<file path="config.mk">
export PLATFORM = sky130hd
export DESIGN_NAME = note_seq_ctrl
export DESIGN_NICKNAME = d
export VERILOG_FILES = /design/src/rtl/note_seq_ctrl.sv
export SDC_FILE = /design/constraint.sdc
export NUM_CORES = 1
export LEC_CHECK = 0
export ABC_AREA = 1
export CAP_MARGIN = 20
export CORE_UTILIZATION = 45
export CTS_CLUSTER_SIZE = 20
export DETAILED_ROUTE_END_ITERATION = 7
export PLACE_DENSITY = 0.7
export SLEW_MARGIN = 0
export SYNTH_ARGS = -nofsm -noshare
export SYNTH_HDL_FRONTEND = slang
export SYNTH_SLANG_ARGS = --single-unit
export TNS_END_PERCENT = 50
</file>
<file path="constraint.sdc">
create_clock -name clk -period 3.3 [get_ports clk]
set_input_delay 0.33 -clock clk [delete_from_list [all_inputs] [get_ports clk]]
set_output_delay 0.33 -clock clk [all_outputs]
set_load 0.005 [all_outputs]
</file>
<file path="src/rtl/note_seq_ctrl.sv">
// Note-duration sequencer: beat-tick counting, note index and playback control.
// Optional articulation gap on mute enabled by defining NOTE_GAP_EN.
module note_seq_ctrl #(
  parameter int DUR_W    = 6,
  parameter int IDX_W    = 5,
  parameter int SONG_LEN = 32,
  parameter int GAP_CYC  = 4
) (
  input  logic             clk,
  input  logic             reset,
  input  logic             bclk,
  input  logic [DUR_W-1:0] dur,
  input  logic             start,
  input  logic             stop,
  input  logic             pause,
  input  logic             loop,
  output logic [IDX_W-1:0] note_idx,
  output logic [DUR_W-1:0] beat_cnt,
  output logic             note_adv,
  output logic             playing,
  output logic             done,
  output logic             mute
);

  typedef enum logic [1:0] {
    S_IDLE,
    S_PLAY,
    S_PAUSE,
    S_DONE
  } state_t;

  localparam logic [IDX_W-1:0] LAST = IDX_W'(SONG_LEN - 1);

  state_t r_state;
  state_t w_next;

  logic             r_s1;
  logic             r_s2;
  logic             r_s3;
  logic [IDX_W-1:0] r_idx;
  logic [DUR_W-1:0] r_cnt;
  logic [DUR_W-1:0] r_dur_q;
  logic             r_load;
  logic             r_adv;

  logic             w_tick;
  logic [DUR_W-1:0] w_dsrc;
  logic [DUR_W-1:0] w_deff;
  logic             w_beat_end;
  logic             w_last_note;
  logic             w_run;
  logic             w_adv;
  logic             w_step;

  // Live dur is only trusted on the load cycle; afterwards the latched copy.
  assign w_tick      = r_s2 & ~r_s3;
  assign w_dsrc      = r_load ? dur : r_dur_q;
  assign w_deff      = (w_dsrc == '0) ? DUR_W'(1) : w_dsrc;
  assign w_beat_end  = (r_cnt == w_deff - DUR_W'(1));
  assign w_last_note = (r_idx == LAST);
  assign w_run       = (r_state == S_PLAY) & ~stop & ~start & ~pause;
  assign w_adv       = w_run & w_tick & w_beat_end;
  assign w_step      = w_run & w_tick & ~w_beat_end;

  always_ff @(posedge clk) begin
    if (!reset) r_state <= S_IDLE;
    else        r_state <= w_next;
  end

  always_comb begin
    w_next = r_state;
    if (stop) begin
      w_next = S_IDLE;
    end else if (start) begin
      w_next = S_PLAY;
    end else begin
      unique case (r_state)
        S_PLAY: begin
          if (pause)
            w_next = S_PAUSE;
          else if (w_adv && w_last_note && !loop)
            w_next = S_DONE;
        end
        S_PAUSE: begin
          if (!pause) w_next = S_PLAY;
        end
        default: ;
      endcase
    end
  end

  always_comb begin
    playing = 1'b0;
    done    = 1'b0;
    unique case (1'b1)
      (r_state == S_PLAY),
      (r_state == S_PAUSE): playing = 1'b1;
      (r_state == S_DONE):  done    = 1'b1;
      default: ;
    endcase
  end

  always_ff @(posedge clk) begin
    if (!reset) begin
      r_s1    <= 1'b0;
      r_s2    <= 1'b0;
      r_s3    <= 1'b0;
      r_idx   <= '0;
      r_cnt   <= '0;
      r_dur_q <= '0;
      r_load  <= 1'b0;
      r_adv   <= 1'b0;
    end else begin
      r_s1   <= bclk;
      r_s2   <= r_s1;
      r_s3   <= r_s2;
      if (r_load) r_dur_q <= dur;
      r_adv  <= w_adv;
      r_load <= (~stop & start) | w_adv;
      if (stop | start) begin
        r_idx <= '0;
        r_cnt <= '0;
      end else if (w_adv) begin
        r_cnt <= '0;
        if (!w_last_note)
          r_idx <= r_idx + IDX_W'(1);
        else if (loop)
          r_idx <= '0;
      end else if (w_step) begin
        r_cnt <= r_cnt + DUR_W'(1);
      end
    end
  end

  assign note_idx = r_idx;
  assign beat_cnt = r_cnt;
  assign note_adv = r_adv;

`ifdef NOTE_GAP_EN
  localparam int GW = $clog2(GAP_CYC + 1);

  logic [GW-1:0] r_gap;
  logic          w_pause_in;

  assign w_pause_in = (r_state == S_PLAY) & ~stop & ~start & pause;

  // Each advance restarts the full gap; the pulse cycle itself is muted.
  always_ff @(posedge clk) begin
    if (!reset || stop || w_pause_in)
      r_gap <= '0;
    else if (w_adv)
      r_gap <= GW'(GAP_CYC);
    else if (r_gap != '0)
      r_gap <= r_gap - GW'(1);
  end

  assign mute = (r_gap != '0);
`else
  assign mute = 1'b0;
`endif

endmodule

</file>
Yosys cells after proc, flatten, opt, wreduce, memory -nomap -nowiden
Cells that the tools add are included.

word-level totals
  register bits = 24
  latch bits = 0
  memory bits (writable) = 0
  bits in read-only memories = 0
  bits of input ports = 13
  output and inout port bits = 15
  logic and storage cells = 64
  memories kept = 0

cells by class
  add/sub/neg operators = 3
  $mul = 0
  divide/modulo/power cells = 0
  $lt $le $gt $ge = 0
  eq/ne operators = 10
  shift-type cells = 0
  muxes and demuxes = 11
  bitwise logic cells = 16
  reduce and logical (&&, ||, !) cells = 14

operators with widths
  cell                                                 count
  2-to-1 mux 6 bit                                     2
  2-to-1 mux 5 bit                                     2
  AND 1 bit                                            8
  adder 6 x 1 -> 6 bit, second input constant          1
  equality test 6 bit                                  1
  logical NOT 6 bit                                    1
  2-to-1 mux 2 bit                                     3
  != test 3 bit, second input constant                 2
  NOT 1 bit                                            6
  AND reduction 3 bit                                  2
  OR reduction 2 bit                                   3
  OR reduction 3 bit                                   2
  subtractor 6 x 1 -> 6 bit, second input constant     1
  adder 5 x 1 -> 5 bit, second input constant          1
  equality test 5 bit, second input constant           1
  equality test 2 bit, second input constant           2
  != test 2 bit, second input constant                 2
  != test 4 bit, second input constant                 1
  case mux 2 bit (2 select lines)                      1
  2-to-1 mux 1 bit                                     3
  nonzero test 3 bit                                   1
  equality test 2 x 1 -> 1 bit, second input constant  1
  logical AND 1 bit                                    2
  OR 1 bit                                             2
  3 further kinds                                      3

Longest topological paths before layout
Gate-level depths: netlist of the first run.

  word-level depth = 12
  mapped depth = 24
  depth with buffers taken out = 23

Worst setup path after synthesis of the first run
OpenSTA, ideal clock, no wires.

  kind = register -> register
  start = register r_load
  end = register r_idx[1], in the netlist note_idx[1]
  setup time = 0.113 ns
  arrival time = 2.187 ns
  required time = 3.187 ns
  setup slack = 0.999 ns
  stages on the path, launching flop included = 22
  buffers on the path = 1
  period minus slack after synthesis = 2.301 ns
  cells stage by stage = dfxtp_1 > buf_6 > inv_8 > nand2_8 > nand2_4 > nor2_4 > nand3_2 > nand2_1 > inv_2 > ha_1 > xor2_1 > nand2_1 > nor2_1 > nand2_1 > inv_2 > nand2_2 > nor2_4 > nand3_4 > nor2_8 > inv_2 > nor2_1 > nor2_1

on the way
  longest elaborated chain between the ends = 7

ends and longest elaborated chain
  element                                   line  RTL
  start, declared                           43    logic r_load;
  start signal, assigned                    119   r_load <= (~stop & start) | w_adv;
  2-to-1 mux 6 bit (*)                      --
  logical NOT 6 bit                         58    assign w_deff = (w_dsrc == '0) ? DUR_W'(1) : w_dsrc;
  2-to-1 mux 6 bit (*)                      58
  subtractor 6 x 1 -> 6 bit (*)             59    assign w_beat_end = (r_cnt == w_deff - DUR_W'(1));
  equality test 6 bit (*)                   59
  AND 1 bit (*)                             62    assign w_adv = w_run & w_tick & w_beat_end;
  AND reduction 2 bit (no source line) (*)  --
  end signal, assigned                      126   r_idx <= r_idx + IDX_W'(1);
  end, declared                             40    logic [IDX_W-1:0] r_idx;

Mark *: on every way between the ends. The rest lies on a longest branch, timed or not.
A chain may end at the register's enable or synchronous reset.

Worst setup path in the final report of the first run
Same ends and word-level chain as after synthesis.

==> results list, run 1 <==
- The post-route netlist has 16.0% of its cells at a drive strength greater than 1.
* Net count of the mapped netlist: 230
- Arrival time of the worst setup path: 2.95 ns
- Setup Crit Path Kind: flip-flop to flip-flop
- For the worst flop-to-flop path, the logic depth is 22.
- For the finished layout, the period the worst path requires is 2.72 ns.
- MaxCap Viol Count: 0
* Placeable core region: 3100 µm²
* Library cells used by synthesis: 31
* Post-CTS Setup Repair Bufs: 0
- Kind of launch point of the worst setup path: flip-flop
- Final number of setup-violating endpoints: 0
- IR analysis of the VDD net gives a maximum drop of 138 µV.
* DRC violations left: 0
- Hpwl dp: 2130 µm
- Remaining number of nets flagged by the antenna check after routing: 0
- Syn Std Cell Area: 1500 µm²
* Number of vias per cell after detailed routing: 4.54
- For the worst setup path, the data required time is 3.53 ns.
* Inserted Clock Buffers: 3
* Worst hold path class: flip-flop to flip-flop
- Gr ovfl total: 0
* Standard-cell rows: 20
- Cell class contributing the biggest share of worst-path delay: simple AND/OR/NAND/NOR gates
- In this run the horizontal extent of the chip is 59.8 µm.
- Buf+Inv Stages, Crit Path: 5
- The final max-slew violation count was 0.
- Final Cycle Share: 82.4%
* Max clock buf depth: 2
* Post-CTS Hold Fix Bufs: 0
* Final design utilization: 59.1%
* Number of clock sinks seen by CTS: 24
* Antenna violations before repair: 0
* Final GP Congestion: 0.823
* Crit-path max cell delay: 0.62 ns
- Walking the worst path, the cells encountered are inv_8, nand2_4, nand2_2, nor2_2, nand3_2, nand2_1, inv_2, ha_1, inv_1, nand3_1, nand3_1, nand2_1, nor2_1, nand2_1, inv_2, nand2_2, nor2_4, nand3_4, nor2_8, inv_2, nor2_1, nor2_1.
* TNS Setup: 0 ns
* Critical Path Fanout Max: 9
- End point of the critical path: note_idx[1]
- TritonCTS built the clock tree.
- In this run, the number of DRC markers left after iteration 0 of detailed routing was 35.
- DRT Pass-1 Iters: 4
- In the final design database the tool counted 259 nets.
- Across every metal layer, demand over resource in global routing totals 16.8%.
- Total count of hold-check failures in the final report: 0
- The root buffer cell chosen for the clock tree is clkbuf_4.
* Flop-to-flop setup slack: 0.58 ns
* Max frequency: 368 MHz
* Number of fill cells: 311
- Vias in the first global route: 1096
- Die Y: 59.8 µm
- The first global-routing pass estimated 4600 µm of wire.
- For this block, the via count after detailed routing is 1280.
* DRT Wirelength: 2680 µm
- Number of antenna repair diodes: 0
* Slowest library cell on the worst path: dfxtp_1
* Number of instances in the synthesized netlist: 210
- Worst Setup End Kind: flip-flop
- Entering global routing, the biggest net connects 14 pins.
- Summed over all cells, the static leakage comes to 0.793 nW.
- Once the clock tree was built, the resizer swapped 0 gates to a different size.
- Each instance of the synthesized netlist takes up on average 7.15 µm².
- Pwr/cell area: 321 nW/µm²
* Initial core utilization: 48.4%
- The Yosys step of the flow raised 0 warnings.
- Worst setup path startpoint: r_load
- H-tree depth: 1
- Start of the worst register-to-register path: r_load
- In this run the critical register-to-register path is captured at note_idx[1].
- Number of register bits inferred by synthesis: 24
* Setup Skew: 0.00560 ns
* Number of top-level pins: 28
- Sequential area share after synthesis: 32.0%
- From synthesis to final layout, the design area changed by 22.2%.
- CTS clk-pin slew, worst paths: 0.13 ns
- Unrepaired setup endpoints after global routing: false
- Insertion delay of the later-clocked pin in the worst-skew pair: 0.32 ns
- Number of port buffers: 26
* Routed length per placed instance: 9.50 µm
- Area of the die: 3570 µm²
- Crit. path cell count: 22
- The flow ran to the end, and the final reports show no timing, DRC or antenna violations.
## cells in the mapped netlist
master / n / area share (%)
or2_1: 1 / 0.42
nand2_2: 10 / 4.2
o21ai_0: 3 / 1.0
nor2_4: 2 / 1.5
nor3_1: 2 / 0.67
nand3_1: 10 / 3.3
nand2_4: 4 / 3.0
dfxtp_1: 24 / 32
buf_6: 1 / 0.75
nor2_8: 1 / 1.3
nand3_2: 6 / 4.0
clkinv_2: 1 / 0.33
buf_4: 1 / 0.50
nand4_1: 1 / 0.42
a21oi_2: 1 / 0.58
nand3b_1: 1 / 0.50
conb_1: 1 / 0.25
o21ai_1: 3 / 1.0
nand3_4: 1 / 1.2
xor2_1: 6 / 3.5
o21ai_2: 1 / 0.58
ha_1: 7 / 5.8
nor2_2: 1 / 0.42
nand2_1: 53 / 13
a21oi_1: 11 / 3.7
nand2_8: 1 / 1.3
nor2_1: 21 / 5.3
inv_8: 1 / 0.75
inv_2: 4 / 1.0
clkinv_1: 1 / 0.25
inv_1: 29 / 7.2
## cells by family after synthesis
| kind of cell | share of synthesized area [%] |
|---|---|
| compound gates | 6.83 |
| xor+xnor | 3.50 |
| fa+ha+maj | 5.83 |
| buf+inv | 10.8 |
| flops | 32.0 |
| other cells | 0.250 |
| simple gates | 40.8 |
## where the power goes
part           total [mW]  internal [mW]  switching [mW]
Clock               0.160         0.0675          0.0929
Combinational       0.127         0.0542          0.0732
Sequential          0.301          0.296         0.00525
Total               0.589          0.418           0.171
## how the worst min path moves through the flow
stage | startpoint | cells after the start | end
2_1_floorplan | r_s1 | 2 | r_s2
3_3_place_gp | r_s1 | 2 | r_s2
3_5_place_dp | r_s1 | 2 | r_s2
4_1_cts | r_s1 | 2 | r_s2
5_1_grt | r_s1 | 2 | r_s2
6_report | r_s1 | 2 | r_s2
## metal layers
metal | track usage, % | vias up | wire length (µm) | share of wire (%)
met4 | 5.98 | 0 | 40 | 1.5
met2 | 26.7 | 23 | 1130 | 42
met5 | 0 | - | 0 | 0
met3 | 1.95 | 5 | 76 | 2.8
li1 | - | 696 | - | -
met1 | 23.3 | 556 | 1430 | 53
## placed cells by master (no fill, tap or decap), types with 2 or more instances in the layout
master           instances
inv_1                   29
nand3_1                 10
inv_2                    4
xor2_1                   6
nor2_1                  21
o21ai_0                  3
clkbuf_4                 3
nor3_1                   2
a21oi_1                 11
nand2_1                 53
nand2_4                  4
ha_1                     7
nand2_2                 10
nor2_4                   2
o21ai_1                  3
nand3_2                  6
clkdlybuf4s50_1         26
dfxtp_1                 24
## flip-flops by register name, indices dropped and copies added (netlist names)
signal	flops
beat_cnt	6
note_adv	1
note_idx	5
r_dur_q	6
r_load	1
r_s1	1
r_s2	1
r_s3	1
r_state	2
## layout make-up
cell class	instances	area (µm²)	share of cell area [%]
repair buffers	26	260	14.2
clock buffers	4	36.3	1.98
inverters	36	144	7.84
flip-flops and latches	24	480	26.2
well taps	44	55.1	3.00
multi-input cells	148	858	46.8
## worst min-delay path, cell delays in order (launching register included)
cell and delay (ns):
dfxtp_1 0.32, nand2_1 0.05, inv_1 0.03
## through the flow
| stage | total power, mW | hold slack [ns] | area [µm²] | setup WS, ns | std cells |
|---|---|---|---|---|---|
| final | 0.589 | 0.429 | 1830 | 0.581 | 282 |
| after global routing | 0.624 | 0.444 | 1830 | 0.255 | 282 |
| after CTS | 0.595 | 0.433 | 1830 | 0.565 | 282 |
| after detailed placement | 0.436 | 0.404 | 1800 | 0.468 | 278 |
| after global placement | 0.434 | 0.408 | 1800 | 0.513 | 278 |
| after floorplan | 0.405 | 0.390 | 1500 | 0.999 | 210 |
Power figures use the tool's default switching activity.
==> inputs of run 2 (changes only) <==
- clock period: 3.3 -> 2.52 ns (I/O delays scaled with it)
==> run 2 against run 1 <==
Effect of this change: clock skew is 0.0038 ns lower; count of clock-buffer cells in the layout is 1 lower; routed wire length is 14% higher; sequential power is 31% higher; die area stayed put; critical path depth is 1 lower; sequential cell count stayed put; largest power group unchanged.
==> results list, run 2 (synthesis gave the netlist of run 1 again) <==
* Status: finished, final reports clean
* Worst Setup End Kind: flip-flop
- Time the worst path needs with I/O delays and setup: 2.49 ns (-0.228 ns)
- The number of antenna violations at the first check in global routing is 0 (unchanged).
* DRT Wirelength: 3050 µm (+14%)
* Total leakage power: 0.904 nW (+14%)
- The placer's final routability congestion estimate came to 0.821 (-0.28%).
- Start of the worst register-to-register path: r_load
* Maximum number of pins on one net before global-route repair: 15 (+1)
- MaxCap Viol Count: 0 (unchanged)
- Sequential standard cell area: 484 µm² (+0.78%)
* Worst hold path class: flip-flop to flip-flop
- Placeable core region: 3100 µm² (unchanged)
* Setup WS post-layout: 0.0287 ns (-0.552 ns)
- First-pass GRT wire length: 4570 µm (-0.61%)
* Worst reg2reg path endpoint: note_idx[0]
* Gr ovfl total: 0 (unchanged)
* CTS root buf: clkbuf_4
- DRC violations left: 0 (unchanged)
- The number of buffers added to fix hold violations after cts came to 0 (unchanged).
- By startpoint and endpoint, the worst setup path is classified as flip-flop to flip-flop.
* Final instance count without filler cells: 300 (+6.4%)
- End point of the critical path: note_idx[0]
- The maximum frequency from static timing analysis came to 401 MHz (+9.1%).
* Initial core utilization: 48.4% (unchanged)
- The detail-routed net length per standard cell came to 10.2 µm (+7.0%).
- Number of port buffers: 26 (unchanged)
- Worst-case setup slack after placement: -0.122 ns (-0.590 ns)
* Overall die width: 59.8 µm (unchanged)
- Remaining number of nets flagged by the antenna check after routing: 0 (unchanged)
* Final nets: 277 (+6.9%)
* Final Cycle Share: 98.9% (+16 points)
* Number of antenna repair diodes: 0 (unchanged)
- The library cell used most frequently in the layout, excluding fill and tap cells, is nand2_1.
* Number of clock sinks seen by CTS: 24 (unchanged)
- The worst vdd rail ir drop is 186 µV (+35%).
* Via Count: 1352 (+5.6%)
* Vias in the first global route: 1071 (-2.3%)
- Pins Over Slew Limit: 0 (unchanged)
- The half-perimeter wire length of the detailed placement result is 2160 µm (+1.0%).
* Kind of launch point of the worst setup path: flip-flop
- Inserted Clock Buffers: 3 (unchanged)
- The average vias per placed instance was 4.51 (-0.71%).
- Combined area of the multi-input logic cells: 926 µm² (+7.9%)
- The number of filler instances in the final layout came to 272 (-13%).
- Die Y: 59.8 µm (unchanged)
- Fraction of final layout cells sized beyond drive strength 1: 26.6% (+11 points)
- The critical path data required time is 2.79 ns (-0.74 ns).
- The number of design-rule violations left by the first detailed-router iteration was 21 (-40%).
- Worst setup path startpoint: r_load
* Max clock buf depth: 2 (unchanged)
* Final number of setup-violating endpoints: 0 (unchanged)
- Setup repair after global routing could not meet its margin everywhere.
- H-tree depth: 1 (unchanged)
- The depth of the worst register-to-register path is 21 (-4.5%).
- Pwr/cell area: 438 nW/µm² (+36%)
- The largest fanout on the critical path is 6 (-3).
* CTS clk-pin slew, worst paths: 0.14 ns (about the same)
- The count of pins on the block boundary is 28 (unchanged).
* Commonest cells after routing, fill and taps aside: nand2_1 (51), inv_1 (28), clkdlybuf4s50_1 (26)
- The number of failing hold endpoints at the final stage is 0 (unchanged).
- Flop-to-flop setup slack: 0.03 ns (-0.55 ns)
- Overall track demand over capacity in global routing: 16.9% (+0.083 points)
- TritonCTS built the clock tree.
- Standard-cell rows: 20 (unchanged)
- Setup Skew: 0.00175 ns (-0.00385 ns)
- Arrival time of the worst setup path: 2.76 ns (-0.19 ns)
- Total placed cells including tap cells: 289 (+4.0%)
- DRT Pass-1 Iters: 4 (unchanged)
- Finished Cell Area: 2090 µm² (+14%)
- Total placed instance area: 1890 µm² (+5.3%)
- The area enclosed by the die boundary came to 3570 µm² (unchanged).
- The clock latency on the worst-skew pair was 0.32 ns (about the same).
- Layout overhead on the synthesized area: 39.3%
==> run 2: what timing repair did <==
action,4_1_cts,5_1_grt
setup buffers,0,6
setup endpoints to repair,0,15
gates resized for setup,0,21
==> run 2: report_power, final <==
| group | internal, mW | leakage (nW) | switching (mW) |
|---|---|---|---|
| sequential | 0.387 | 0.195 | 0.00590 |
| combinational | 0.118 | 0.680 | 0.119 |
| clock | 0.161 | 0.0279 | 0.125 |
==> run 2: worst min path at each step <==
stage | startpoint | slack [ns] | cells past startpoint | end
3_5_place_dp | r_s1 | 0.40 | 2 | r_s2
6_report | r_s1 | 0.43 | 2 | r_s2
5_1_grt | bclk | 0.43 | 3 | r_s1
4_1_cts | r_s1 | 0.43 | 2 | r_s2
2_1_floorplan | reset | 0.35 | 2 | r_s1
3_3_place_gp | r_s1 | 0.41 | 2 | r_s2
==> run 2: final cells by class <==
| type | instances | share of cell area (%) |
|---|---|---|
| sequential | 24 | 23.1 |
| timing repair buffer | 44 | 20.3 |
| inverter | 36 | 7.12 |
| multi-input combinational | 148 | 44.3 |
| tap | 44 | 2.63 |
| clock inverter | 1 | 1.44 |
| clock buffer | 3 | 1.08 |
==> run 2: per-stage QoR <==
stage	util (%)	total power, mW	hold slack, ns	setup TNS, ns
6_report	67.4	0.917	0.429	0
5_1_grt	67.4	0.962	0.432	-1.48
4_1_cts	62.7	0.876	0.433	0
3_5_place_dp	61.0	0.592	0.404	-1.09
3_3_place_gp	61.0	0.591	0.405	-0.795
2_1_floorplan	-	0.530	0.345	0
==> run 2: per-layer routing <==
layer	wire length, µm	global-route usage (%)	vias to the layer above
li1	-	-	737
met1	1520	24.3	585
met2	1390	24.6	25
met3	96	2.60	5
met4	46	7.31	0
met5	0	0	-
==> run 2: critical path: stages, from the launching register on <==
cell and delay (ns):
dfxtp_4 0.40, buf_12 0.12, inv_8 0.05, nand2_4 0.05, nand2_4 0.05, nor2_4 0.13, nand3_2 0.09, nand2_2 0.08
inv_2 0.05, ha_4 0.17, buf_4 0.13, nand3_1 0.10, nand2_1 0.06, nand3_1 0.08, nand2_1 0.07, inv_2 0.05
nand2_2 0.06, nor2_4 0.15, nand3_4 0.13, nor2_8 0.19, nand2_1 0.09, a21oi_2 0.13
==> inputs of run 3 (changes only) <==
- ABC_AREA: 1 -> unset
- PLACE_DENSITY: 0.7 -> 0.71
==> run 3 against run 2 <==
Effect of this change: the run now ends with negative setup slack left; cell area up 2.6%; total power down 16%; clock skew about the same; hold slack better by 0.032 ns; worst setup slack worse by 0.27 ns; largest power group unchanged; highest routed layer unchanged.
==> results list, run 3 <==
* Top cell type's share of synthesized area: 33.4% (+1.4 points)
- Worst hold margin: 0.461 ns (+0.0322 ns)
- The critical path is of the flip-flop to flip-flop type.
- The standby leakage power was 0.841 nW (-6.9%).
- Standard-cell rows: 20 (unchanged)
- The post-synthesis register bit count was 24 (unchanged).
- Post-CTS Hold Fix Bufs: 0 (unchanged)
* Placeable core region: 3050 µm² (-1.6%)
- Library cells used by synthesis: 51 (+65%)
* Layout overhead on the synthesized area: 49.0%
- The total DRC errors in the routed layout was 0 (unchanged).
- The total via count in the routed design is 1374 (+1.6%).
* Insertion delay of the later-clocked pin in the worst-skew pair: 0.30 ns (-0.02 ns)
* Number of port buffers: 26 (unchanged)
- The number of antenna violations at the first check in global routing is 0 (unchanged).
- Number of antenna repair diodes: 0 (unchanged)
- H-tree depth: 1 (unchanged)
* Crit-path max cell delay: 0.55 ns (+0.15 ns)
* DRT Wirelength: 3490 µm (+15%)
- After synthesis, the most frequently instantiated cells are dfxtp_1 (24), nand2_1 (9), nor2_1 (8), o21ai_0 (8), xnor2_1 (8).
* Maximum number of pins on one net before global-route repair: 14 (-1)
* CTS root buf: clkbuf_4
* Commonest non-fill, non-tap cell in the layout: buf_4
* Kind of launch point of the worst setup path: flip-flop
* Total of warnings raised by yosys: 0 (unchanged)
* Area of the die: 3430 µm² (-3.9%)
- Inserted Clock Buffers: 3 (unchanged)
- Total chip power: 0.766 mW (-16%)
- Post-Synthesis Mean Instance Area: 9.11 µm² (+27%)
- The final global-route overflow total is 0 (unchanged).
- Hpwl dp: 2500 µm (+16%)
* Final Cycle Share: 110% (+11 points)
* DRT Pass-1 Iters: 4 (unchanged)
- Worst EP required: 2.76 ns (-0.03 ns)
* TritonCTS clock tree: built
- The count of antenna-violating nets left after detailed routing came to 0 (unchanged).
- Initial core utilization: 47.2% (-1.2 points)
- The final net count was 240 (-13%).
- Primary flip-flop cell chosen by synthesis mapping: dfxtp_1
- Sequential area share after synthesis: 33.4% (+1.4 points)
- Number of instances in the synthesized netlist: 158 (-25%)
- Syn Std Cell Area: 1440 µm² (-4.1%)
* Worst vdd ir: 236 µV (+27%)
- Max clock buf depth: 2 (unchanged)
* Unrepaired setup endpoints after global routing: true
- The maximum frequency from static timing analysis is 362 MHz (-9.8%).
* Worst hold path class: flip-flop to flip-flop
- Slowest library cell on the worst path: or4_4
- The die height was 58.6 µm (-2.0%).
- Cell chain of the critical path: or4_4, o2bb2ai_4, a21boi_2, ha_2, xnor2_2, xnor2_1, nand2_1, buf_4, nor4b_4, buf_4, nand2_2, a21bo_1, a21oi_1
- The average vias per placed instance is 5.24 (+16%).
- Final GP Congestion: 0.784 (-4.5%)
* Arrival time of the worst setup path: 3.01 ns (+0.25 ns)
- Top cell type by total area after synthesis: dfxtp_1
- The number of clock sinks is 24 (unchanged).
- Total count of hold-check failures in the final report: 0 (unchanged)
- Pwr/cell area: 357 nW/µm² (-19%)
- Most frequently used cell type in the post-synthesis netlist: dfxtp_1
- The number of global-route vias before repair was 1421 (+33%).
* Worst Setup End Kind: flip-flop
- Post-synth EDFFs: 0 (unchanged)
- Overall die width: 58.6 µm (-2.0%)
* Critical Path Fanout Max: 4 (-2)
* Main area contributors after synthesis: dfxtp_1 (33%), ha_1 (6.1%), mux2i_1 (4.9%)
* CP most frequent cell: buf_4
- The final max-slew violation count was 0 (unchanged).
- The post-layout worst setup margin is -0.243 ns (-0.271 ns).
- The clock edge transition at the registers on the reported setup and hold paths is 0.12 ns (-0.02 ns).
* Detailed Route Iter0 Violations: 39 (+86%)
* Proportion of synthesized flip-flops having asynchronous set or reset: 0% (unchanged)
- MaxCap Viol Count: 0 (unchanged)
- The total nets after synthesis came to 178 (-23%).
- Time the worst path needs with I/O delays and setup: 2.76 ns (+0.271 ns)
- The final setup violation count came to 13 (+13).
- The total global-route track usage is 22.2% (+5.3 points).
- The final reports fail on negative setup slack.
* Number of top-level pins: 28 (unchanged)
- First-pass GRT wire length: 5890 µm (+29%)
- The clock tree skew after final layout is 0.00193 ns (+0.000179 ns).
* Commonest cells after routing, fill and taps aside: buf_4 (35), clkdlybuf4s50_1 (26), dfxtp_1 (22)
- The flow ran to the end, but the final reports show violations.
* Routed length per placed instance: 13.3 µm (+31%)
- The share of layout cells above drive strength 1 is 31.2% (+4.6 points).
- TNS Setup: -2.41 ns (-2.41 ns)
[run 3: through the flow]
stage          setup slack [ns]  area [µm²]  cells  utilization (%)
2_1_floorplan           -0.0432        1470    158                -
3_3_place_gp             -0.233        1930    246             63.3
3_5_place_dp             -0.299        1930    246             63.3
4_1_cts                  -0.202        2080    259             68.2
5_1_grt                  -0.386        2150    262             70.3
6_report                 -0.243        2150    262             70.3
[run 3: final timing paths]
check | from | to | slack (ns) | depth (start not counted)
worst min-delay path | r_s1 | r_s2 | 0.46 | 1
worst max-delay path | r_load | beat_cnt[3] | -0.24 | 13
worst min register to register | r_s1 | r_s2 | 0.46 | 1
worst max register to register | r_load | beat_cnt[3] | -0.24 | 13
[run 3: repair_timing]
action	4_1_cts	5_1_grt
resized for setup	11	11
pin swaps	10	5
buffers inserted	10	3
endpoints found under the setup margin	13	15
endpoints found under the hold margin	0	0
[run 3: cell type report]
| class | count | area (µm²) |
|---|---|---|
| Tap cell | 44 | 55.1 |
| Fill cell | 249 | 907 |
| Clock buffer | 3 | 22.5 |
| Inverter | 5 | 18.8 |
| Timing Repair Buffer | 62 | 534 |
| Multi-Input combinational cell | 124 | 1030 |
| Sequential cell | 24 | 483 |
[run 3: logic make-up after synthesis]
logic type                 after synthesis  synth area share [%]
DFF                                     24                  33.4
other                                    1                 0.260
adders and majority gates                7                  6.08
and+or+nand+nor                         68                  30.9
xor gates and xnor gates                 9                  5.47
buffers and inverters                   10                  3.13
muxes                                    8                  5.65
AOI/OAI and AO/OA                       31                  15.1
[run 3: metal layers]
layer	track usage, %	up-vias	part of all wire (%)
li1	-	693	-
met1	24.7	646	44
met2	42.9	31	51
met3	2.42	4	3.5
met4	8.50	0	0.97
met5	0	-	0
[run 3: report_power, final]
group | internal [mW] | switching (mW) | total [mW]
sequential | 0.386 | 0.00423 | 0.391
combinational | 0.124 | 0.0933 | 0.217
clock | 0.0557 | 0.103 | 0.158
total | 0.566 | 0.200 | 0.766
[run 3: critical path, delay by kind of cell, from the launching register on]
kind | cells | cell delay [ns]
AOI/OAI and AO/OA | 4 | 0.52
xor gates and xnor gates | 2 | 0.31
adders and majority gates | 1 | 0.21
buffers and inverters | 2 | 0.32
DFF | 1 | 0.34
and+or+nand+nor | 4 | 1.02
